<file path="src/rtl/spi_master_t.sv">
// rtl/spi_master_t.sv - byte-wide SPI master, mode 0, MSB first
//
// Purpose: shifts one byte out on spi_mosi while shifting one byte in from
// spi_miso, with a per-transfer SCK rate and a software-driven chip select.
//
// Ports:
//   clk, reset            system clock, asynchronous active-high reset
//   tx_valid/tx_ready     byte handshake; accepted when both are high on a clk edge
//   tx_data, half_period  byte to send and SCK half-period minus one (sampled at accept)
//   rx_valid, rx_data     one-cycle pulse with the received byte; rx_data holds
//   cs_wr, cs_level       chip-select write strobe and level
//   spi_clk, spi_mosi     SCK and MOSI
//   spi_miso              MISO
//   spi_cs                chip select, active low
module spi_master_t #(
  parameter int   DIV_WIDTH = 8,
  parameter logic CS_IDLE   = 1'b1
) (
  input  logic                 clk,
  input  logic                 reset,
  input  logic                 tx_valid,
  output logic                 tx_ready,
  input  logic [7:0]           tx_data,
  input  logic [DIV_WIDTH-1:0] half_period,
  output logic                 rx_valid,
  output logic [7:0]           rx_data,
  input  logic                 cs_wr,
  input  logic                 cs_level,
  output logic                 spi_clk,
  output logic                 spi_mosi,
  input  logic                 spi_miso,
  output logic                 spi_cs
);

  typedef enum logic [1:0] {
    IDLE,
    LOW,
    HIGH,
    DONE
  } state_t;

  localparam logic [DIV_WIDTH-1:0] CNT_ONE = {{(DIV_WIDTH-1){1'b0}}, 1'b1};

  state_t               state, state_n;
  logic [DIV_WIDTH-1:0] hp, hp_n;
  logic [DIV_WIDTH-1:0] cnt, cnt_n;
  logic [2:0]           bit_cnt, bit_n;
  logic [7:0]           tx_shift, tx_shift_n;
  logic [7:0]           rx_shift, rx_shift_n;
  logic [7:0]           rx_data_n;
  logic                 tx_ready_n, rx_valid_n, sclk_n, mosi_n, cs_n;

  always_ff @(posedge clk or posedge reset) begin
    if (reset) begin
      state    <= IDLE;
      hp       <= '0;
      cnt      <= '0;
      bit_cnt  <= 3'd0;
      tx_shift <= 8'h00;
      rx_shift <= 8'h00;
      rx_data  <= 8'h00;
      tx_ready <= 1'b1;
      rx_valid <= 1'b0;
      spi_clk  <= 1'b0;
      spi_mosi <= 1'b1;
      spi_cs   <= CS_IDLE;
    end else begin
      state    <= state_n;
      hp       <= hp_n;
      cnt      <= cnt_n;
      bit_cnt  <= bit_n;
      tx_shift <= tx_shift_n;
      rx_shift <= rx_shift_n;
      rx_data  <= rx_data_n;
      tx_ready <= tx_ready_n;
      rx_valid <= rx_valid_n;
      spi_clk  <= sclk_n;
      spi_mosi <= mosi_n;
      spi_cs   <= cs_n;
    end
  end

  always_comb begin
    state_n    = state;
    hp_n       = hp;
    cnt_n      = cnt;
    bit_n      = bit_cnt;
    tx_shift_n = tx_shift;
    rx_shift_n = rx_shift;
    rx_data_n  = rx_data;
    tx_ready_n = tx_ready;
    rx_valid_n = 1'b0;
    sclk_n     = spi_clk;
    mosi_n     = spi_mosi;
    // Chip select is independent of the shifter so it can move in any state.
    cs_n       = cs_wr ? cs_level : spi_cs;

    case (state)
      IDLE: begin
        sclk_n     = 1'b0;
        mosi_n     = 1'b1;
        tx_ready_n = 1'b1;
        if (tx_valid && tx_ready) begin
          tx_shift_n = tx_data;
          hp_n       = half_period;
          cnt_n      = half_period;
          bit_n      = 3'd0;
          mosi_n     = tx_data[7];
          tx_ready_n = 1'b0;
          state_n    = LOW;
        end
      end
      LOW: begin
        if (cnt == '0) begin
          // Rising SCK edge: MISO has been stable since the previous fall.
          sclk_n     = 1'b1;
          rx_shift_n = {rx_shift[6:0], spi_miso};
          cnt_n      = hp;
          state_n    = HIGH;
        end else begin
          cnt_n = cnt - CNT_ONE;
        end
      end
      HIGH: begin
        if (cnt == '0) begin
          sclk_n = 1'b0;
          if (bit_cnt == 3'd7) begin
            state_n = DONE;
          end else begin
            bit_n      = bit_cnt + 3'd1;
            tx_shift_n = {tx_shift[6:0], 1'b0};
            mosi_n     = tx_shift[6];
            cnt_n      = hp;
            state_n    = LOW;
          end
        end else begin
          cnt_n = cnt - CNT_ONE;
        end
      end
      DONE: begin
        rx_data_n  = rx_shift;
        rx_valid_n = 1'b1;
        mosi_n     = 1'b1;
        tx_ready_n = 1'b1;
        state_n    = IDLE;
      end
      default: state_n = IDLE;
    endcase
  end

endmodule

</file>
<file path="config.mk">
export PLATFORM = sky130hd
export DESIGN_NAME = spi_master_t
export DESIGN_NICKNAME = d
export VERILOG_FILES = /design/src/rtl/spi_master_t.sv
export SDC_FILE = /design/constraint.sdc
export NUM_CORES = 1
export LEC_CHECK = 0
export BUFFER_PORTS_ARGS = -buffer_cell sky130_fd_sc_hd__buf_2
export CAP_MARGIN = 20
export CORE_MARGIN = 4
export CORE_UTILIZATION = 55
export DETAILED_ROUTE_END_ITERATION = 8
export PLACE_DENSITY_LB_ADDON = 0.3
export SYNTH_ARGS = -nofsm -noshare
export SYNTH_HDL_FRONTEND = slang
export SYNTH_SLANG_ARGS = --single-unit
</file>
<file path="constraint.sdc">
create_clock -name clk -period 3.8 [get_ports clk]
set_input_delay 0 -clock clk [delete_from_list [all_inputs] [get_ports clk]]
set_output_delay 0 -clock clk [all_outputs]
set_load 0.02 [all_outputs]
</file>
# After elaboration in Yosys (flattened, before gate mapping)
# Cells that the tools add are included.
[totals]
register_bits = 49
wordCells = 65
[op_classes]
addsub = 2
n_eq_ne = 9
n_mux = 28
n_reduce_logical = 14
[ops]
columns = ["cell", "n"]
rows = [
  ["2-to-1 mux 8 bit", 4],
  ["case mux 8 bit (3 select lines)", 1],
  ["2-to-1 mux 7 bit", 3],
  ["case mux 7 bit (2 select lines)", 1],
  ["AND reduction 3 bit", 4],
  ["2-to-1 mux 3 bit", 3],
  ["zero test 8 bit", 1],
  ["2-to-1 mux 2 bit", 4],
  ["inequality test 2 bit, second input constant", 4],
  ["case mux 2 bit (4 select lines)", 1],
  ["subtractor 8 x 1 -> 8 bit, second input constant", 1],
  ["2-to-1 mux 1 bit", 7],
  ["case mux 1 bit (3 select lines)", 2],
  ["case mux 3 bit (2 select lines)", 1],
  ["nonzero test 3 bit", 2],
  ["equality test 2 bit, second input constant", 2],
  ["AND reduction 2 bit", 2],
  ["AND reduction 4 bit", 1],
  ["nonzero test 2 bit", 2],
  ["adder 3 x 1 -> 3 bit, second input constant", 1],
  ["equality test 3 bit, second input constant", 1],
  ["inequality test 3 bit, second input constant", 1],
  ["equality test 2 x 1 -> 1 bit, second input constant", 1],
  ["zero test 2 bit", 1],
  ["other kinds (2)", 2],
]

# Longest topological paths before layout
# Gate-level depths: netlist of run 1.
[depth]
depth_word = 4
mapped_depth = 8

# Worst setup path before layout of run 1
# No wires, ideal clock.
[synth_path]
path_kind = "register to register"
startpoint = "register cnt[0]"
endpoint = "register cnt[0]"
setup_time_ns = 0.131
arrival_time_ns = 2.051
required_time_ns = 3.669
slack_ns = 1.618
path_stages_with_launch = 9
n_path_buf = 2
synth_period_minus_slack_ns = 2.182
path_cell_list = "dfrtp_1 inv_1 ha_1 or3b_1 buf_2 or3_4 buf_6 o211a_1 or3_1"
[synth_between]
elab_chain_len = 3
word_cells_on_any_way = 7
cone_classes = "add/sub: 1; eq/ne: 1; mux: 3; reduce/logical: 2"
[synth_rtl]
columns = ["element", "line", "text"]
rows = [
  ["start: declaration", "46", "logic [DIV_WIDTH-1:0] cnt, cnt_n;"],
  ["start signal: assignment", "70", "cnt <= cnt_n;"],
  ["subtractor 8 x 1 -> 8 bit / zero test 8 bit (equally long branches)", "-", ""],
  ["2-to-1 mux 8 bit (tied with other cells)", "125", "if (cnt == '0) begin"],
  ["case mux 8 bit (3 select lines) / AND reduction 3 bit (equally long branches)", "-", ""],
]
# Parallel ways exist; a longest one is shown, timed or not.
# A chain may end at the register's enable or synchronous reset.

# Final worst setup path of run 1
[layout_path]
startpoint = "register cnt[0]"
endpoint = "register cnt[7]"
# Same word-level chain as after synthesis.

==> summary.txt, run 1 <==
Syn_area_per_cell - 11.1 µm²
CORE AREA - 4410 µm²
Port Buffer Count - 34
Rows - 24
Clock share of power - 17.1%
CTS max path bufs - 2
Synth Warn # - 0
First-pass GRT wire length - 8.78 mm
Main combinational cell family by area after synthesis - simple AND/OR/NAND/NOR gates
N_diodes - 0
Maxcap violations - 0
F_max - 427 MHz
Cts bufs inserted - 5
Net Sw Power - 903 µW
Post-synth EDFFs - 0
HP Class - in -> reg
I/O pin cnt - 35
Final setup fails - 0
Multiplexer area fraction after synthesis - 12.2%
Die Y-Extent - 76.2 µm
Drt total wl - 4.97 mm
Die Area - 5810 µm²
Seq cells post-synth - 49
Vias in the first global route - 1898
Pre-antenna DRT Iters - 4
Dpl ws - 1.47 ns
Adder-Cell Fraction of Synth Area - 4.89%
Hpwl dp - 3.42 mm
Worst setup endpoint - cnt[7]
Gpl congestion - 0.881
Initial antenna violation count - 0
H-tree lvl count - 2
Initial Utilization - 58.0%
P_int - 1.38 mW
Complex-gate fraction of the synthesized area - 15.0%
Post-route ant nets - 0
Grt ovf - 0
Synthesized instance count - 230
Post-synth top flop - dfrtp_1
Largest net degree at the start of global routing - 50
R2r setup slk - 1.46 ns
Unrepaired setup endpoints after global routing - no
Tmin final - 2.34 ns
Slew Limit Headroom - 58.6%
Setup Buffers After CTS - 0
Crit path kind - reg -> reg
Setup slack after layout - 1.46 ns
Post-synthesis sequential area ratio - 48.1%
Worst hold margin - 0.0237 ns
Cell Area, Synth - 2560 µm²
Worst R2R Path Depth - 6
Share of layout cells above drive strength 1 - 30.8%
Fin crit share - 61.6%
Final net count - 304
Area Overhead vs Synth - 16.9%
Clock Skew - 0.00575 ns
Critical path depth - 6
Critical path's slowest cell - or3b_1
Worst-skew pair later-pin latency - 0.31 ns
Peak VDD IR - 0.375 mV
PnR Total Power - 2.28 mW
Combinational power share - 44.5%
Leak - 1.38 nW
Distinct cells, synth - 53
Critical path launch point type - flop
Flop pwr share - 38.4%
Remaining DRCs - 0
CP Data Required Time - 4.01 ns
Final Hold Viols - 0
Simple-gate share of the synthesized area - 15.8%
WP data arrival - 2.55 ns
Delay-heaviest family, CP - simple AND/OR/NAND/NOR gates
Slew Limit Fails - 0
CTS tree - done
Syn_nets - 262
R2R Path Start - cnt[0]
Vias/cell - 5.85
Critical path buffers and inverters - 1
Worst Setup SP - cnt[0]
Fraction of registers with async set/reset - 100%
Setup TNS - 0 ns
Post-Synth XOR/XNOR Area - 0%
Fill count - 334
Net Sw Frac - 39.5%
First-iteration detailed-routing DRC count - 115
Clk slew on worst S/H paths - 0.09 ns
Clock sink count - 49
PD cells - 764 nW/µm²
Status - completed
CP Capture Type - flop
GRT Total Usage - 18.0%
Via count - 1902
Root Driver - clkbuf_8
Die Width - 76.2 µm
Crit-path max cell delay - 0.53 ns
Crit Path Max Fanout - 11
Routed len/inst - 15.3 µm
FF-to-FF End - cnt[7]
CP Cell Sequence - inv_1 > ha_1 > or3b_1 > or3_4 > and2_1 > a22o_1
Worst slew pin tran - 0.616 ns
how the worst min path moves through the flow:
stage	cells after the start	endpoint	slack, ns	from
final	3	tx_shift[4]	0.02	tx_data[4]
after global routing	3	tx_shift[6]	0.02	tx_data[6]
after CTS	3	tx_shift[4]	0.02	tx_data[4]
after detailed placement	2	rx_shift[0]	0.22	spi_miso
after global placement	2	rx_shift[0]	0.21	spi_miso
after floorplan	1	rx_shift[0]	0.13	spi_miso
logic make-up after synthesis:
kind of cell	Yosys count
DFF	49
and+or+nand+nor	68
AOI/OAI and AO/OA	52
adders and majority gates	10
muxes	28
buffers and inverters	23
what timing repair did:
action	CTS	global route
resized for setup	0	0
endpoints found under the hold margin	61	0
hold buffers	12	0
routing by layer:
metal | routed length [µm] | GRT usage [%] | vias to the layer above
li1 | - | - | 931
met1 | 2360 | 25.5 | 905
met2 | 2220 | 26.9 | 54
met3 | 266 | 4.37 | 12
met4 | 120 | 6.12 | 0
met5 | 0 | 0 | -
stage by stage:
stage                     instance area (µm²)  cells  utilization, %
after floorplan                          2560    230               -
after global placement                   2730    304            61.9
after detailed placement                 2730    304            61.9
after CTS                                2970    324            67.3
after global routing                     2990    325            67.7
final                                    2990    325            67.7
synth_stat cells, types with 3 or more instances:
library cell  number  area share [%]
o22ai_1            3            0.73
nor2_1             8             1.2
a21oi_1           12             2.3
mux2_2            23              10
or3_1              4            0.98
ha_1              10             4.9
nand3_1            8             1.6
mux2i_1            3             1.2
nand2_1           11             1.6
o221ai_1           3             1.0
nor2b_1            4            0.98
clkbuf_1           8             1.2
a31oi_1            8             2.0
nor3_1             3            0.59
dfstp_2            3             3.1
or2_2              6             1.5
o21ai_0            3            0.59
nand2b_1           5             1.2
o221a_1            6             2.6
dfrtp_1           46              45
inv_1             11             1.6
sequential cells by signal, summed over array words and instances (netlist names):
name,count
bit_cnt,3
cnt,8
hp,8
rx_data,8
rx_shift,8
rx_valid,1
spi_clk,1
spi_cs,1
spi_mosi,1
state,2
tx_ready,1
tx_shift,7
tightest hold or removal path, stage by stage:
cell,delay [ns]
buf_2,0.07
or2_2,0.09
o221a_1,0.14
power groups by stage:
stage / Sequential [mW] / Clock, mW / Combinational (mW)
2_1_floorplan: 0.859 / 0 / 0.814
3_3_place_gp: 0.874 / 0 / 0.984
3_5_place_dp: 0.878 / 0 / 1.00
4_1_cts: 0.871 / 0.396 / 1.01
5_1_grt: 0.903 / 0.425 / 1.13
6_report: 0.877 / 0.390 / 1.02
placed cells by master, fill, tap and decap left out, types with 2 or more instances in the layout:
master	n
a21oi_1	12
a31oi_1	8
and2_1	2
and4_1	2
buf_2	34
clkbuf_8	5
dfrtp_1	46
dfstp_2	3
dlygate4sd3_1	12
ha_1	10
inv_1	10
mux2_1	2
mux2_2	23
mux2i_1	3
nand2_1	11
nand2b_1	5
nand3_1	8
nand4_1	2
nor2_1	8
nor2b_1	4
nor3_1	3
nor3b_1	2
nor4_1	2
o21ai_0	3
o221a_1	6
o221ai_1	3
o22ai_1	3
o31a_1	2
or2_2	6
or3_1	4
or3_4	2
final cells by class:
type	count	area [µm²]	area share, %
repair buffers	47	310	10.4
multi-input cells	158	1220	41.0
clock inverters	3	50.0	1.67
inverters	11	41.3	1.38
clock buffers	5	68.8	2.30
flip-flops and latches	49	1230	41.1
well taps	52	65.1	2.18
Power figures use the tool's default switching activity.
==> run 2: changes to the inputs <==
- CORE_UTILIZATION: 55 -> 51
- clock period: 3.8 -> 1.94 ns (I/O delays scaled with it)
==> summary.txt, run 2 (synthesized netlist as in run 1, its figures left out) <==
Status - complete, but fails checks
Failing checks - negative setup slack
F_max - 499 MHz (+17%)
Worst-skew pair later-pin latency - 0.31 ns (about the same)
Peak VDD IR - 0.990 mV (+160%)
Tmin final - 2.00 ns (-0.338 ns)
Cts bufs inserted - 5 (unchanged)
Area taken by multi-input logic gates - 1330 µm² (+8.4%)
Die Y-Extent - 78.8 µm (+3.4%)
Remaining DRCs - 0 (unchanged)
Vias/cell - 5.55 (-5.2%)
PnR Total Power - 5.13 mW (+120%)
Final Hold Viols - 0 (unchanged)
Largest net degree at the start of global routing - 26 (-48%)
Setup slack after layout - -0.0649 ns (-1.52 ns)
Pre-antenna DRT Iters - 4 (unchanged)
Vias in the first global route - 2205 (+16%)
Critical path launch point type - flop
H-tree lvl count - 2 (unchanged)
Slew Limit Fails - 0 (unchanged)
CTS tree - done
Clock Skew - 0.0141 ns (+0.00835 ns)
Commonest cells after routing, fill and taps aside - dfrtp_1, buf_4, buf_2
Routed len/inst - 15.4 µm (+0.72%)
Hpwl dp - 4.06 mm (+19%)
Maxcap violations - 0 (unchanged)
Initial antenna violation count - 0 (unchanged)
Unrepaired setup endpoints after global routing - yes
Fill count - 336 (+0.60%)
Fin crit share - 103% (+42 points)
PD cells - 1530 nW/µm² (+100%)
Initial Utilization - 53.5% (-4.5 points)
Root Driver - clkbuf_8
Most common cell after layout, fill and taps aside - dfrtp_1
Drt total wl - 5.79 mm (+17%)
First-pass GRT wire length - 10.1 mm (+15%)
I/O pin cnt - 35 (unchanged)
Sequential Area - 1230 µm² (unchanged)
Post-route ant nets - 0 (unchanged)
Port Buffer Count - 34 (unchanged)
Rows - 25 (+4.2%)
N_diodes - 0 (unchanged)
CTS max path bufs - 2 (unchanged)
Crit Path Max Fanout - 7 (-4)
Clk slew on worst S/H paths - 0.10 ns (about the same)
Leak - 1.56 nW (+13%)
CORE AREA - 4790 µm² (+8.4%)
GRT Total Usage - 20.4% (+2.4 points)
Clock sink count - 49 (unchanged)
Crit path kind - reg -> reg
Slew Limit Headroom - 65.3% (+6.8 points)
Worst slew pin tran - 0.519 ns (-0.0971 ns)
Area Overhead vs Synth - 31.5%
CP Data Required Time - 2.14 ns (-1.87 ns)
CP Capture Type - flop
First-iteration detailed-routing DRC count - 127 (+10%)
Gpl congestion - 0.865 (-1.8%)
Final Instance Count excl. Fillers - 376 (+16%)
Dpl ws - -0.172 ns (-1.65 ns)
Final net count - 340 (+12%)
WP data arrival - 2.20 ns (-0.35 ns)
Placed Instances - 352 (+16%)
Setup TNS - -0.136 ns (-0.136 ns)
Die Width - 78.8 µm (+3.4%)
Final setup fails - 7 (+7)
Grt ovf - 0 (unchanged)
HP Class - in -> reg
Die Area - 6210 µm² (+7.0%)
Via count - 2085 (+9.6%)
Share of layout cells above drive strength 1 - 44.3% (+14 points)
run 2: cell types whose count changed in the layout (fill, tap and decap cells not counted), moves of 2 or more:
cell     previous run  this run
a21oi_1            12         8
a21oi_2             0         3
buf_4               0        35
ha_1               10         8
inv_1              10         8
inv_2               1         3
run 2: timing repair:
| action | CTS | global route |
|---|---|---|
| buffers inserted | 1 | 3 |
| resized for setup | 5 | 16 |
| cloned | 0 | 0 |
| setup endpoints to repair | 25 | 24 |
| hold buffers | 12 | 0 |
| pin swaps | 2 | 7 |
| endpoints found under the hold margin | 34 | 0 |
run 2: layout make-up:
class	instances	share of cell area (%)
Timing Repair Buffer	83	17.4
Tap cell	67	2.49
Clock buffer	5	2.05
Inverter	11	1.23
Sequential cell	49	36.6
Clock inverter	3	0.855
Multi-Input combinational cell	158	39.5
run 2: power by group:
group          leakage [nW]  total (mW)  internal (mW)  switching, mW
clock network        0.0506       0.644          0.270          0.375
logic                 0.900        2.88           1.40           1.48
registers             0.608        1.61           1.40          0.212
run 2: path summary, 6_finish.rpt:
path	endpoint	depth (start not counted)	startpoint	slack [ns]
max	cnt[0]	4	cnt[3]	-0.06
min	tx_shift[4]	3	tx_data[4]	0.04
max reg2reg	cnt[0]	4	cnt[3]	-0.06
min reg2reg	spi_mosi	2	spi_mosi	0.48
max in group asynchronous	tx_shift[4]	4	reset	1.14
min in group asynchronous	rx_data[0]	3	reset	0.27
run 2: per-stage QoR:
| step | hold WS [ns] | util [%] | area (µm²) |
|---|---|---|---|
| floorplan | 0.132 | - | 2580 |
| global placement | 0.0634 | 63.1 | 3020 |
| detailed placement | 0.0648 | 63.1 | 3020 |
| CTS | 0.0347 | 68.1 | 3260 |
| global route | 0.0555 | 70.3 | 3360 |
| finish | 0.0422 | 70.3 | 3360 |
run 2: metal layers:
metal	up-vias	global-route usage (%)	routed length, µm
met5	-	0	0
met4	0	7.22	136
met3	13	4.08	303
met2	60	32.9	2810
met1	1002	27.5	2540
li1	1010	-	-
run 2: worst max-delay path: stages, from the launching register on:
cell and delay [ns]:
dfrtp_1 0.40, or4_4 0.60, or3_4 0.45, o211a_1 0.14
or3_1 0.30
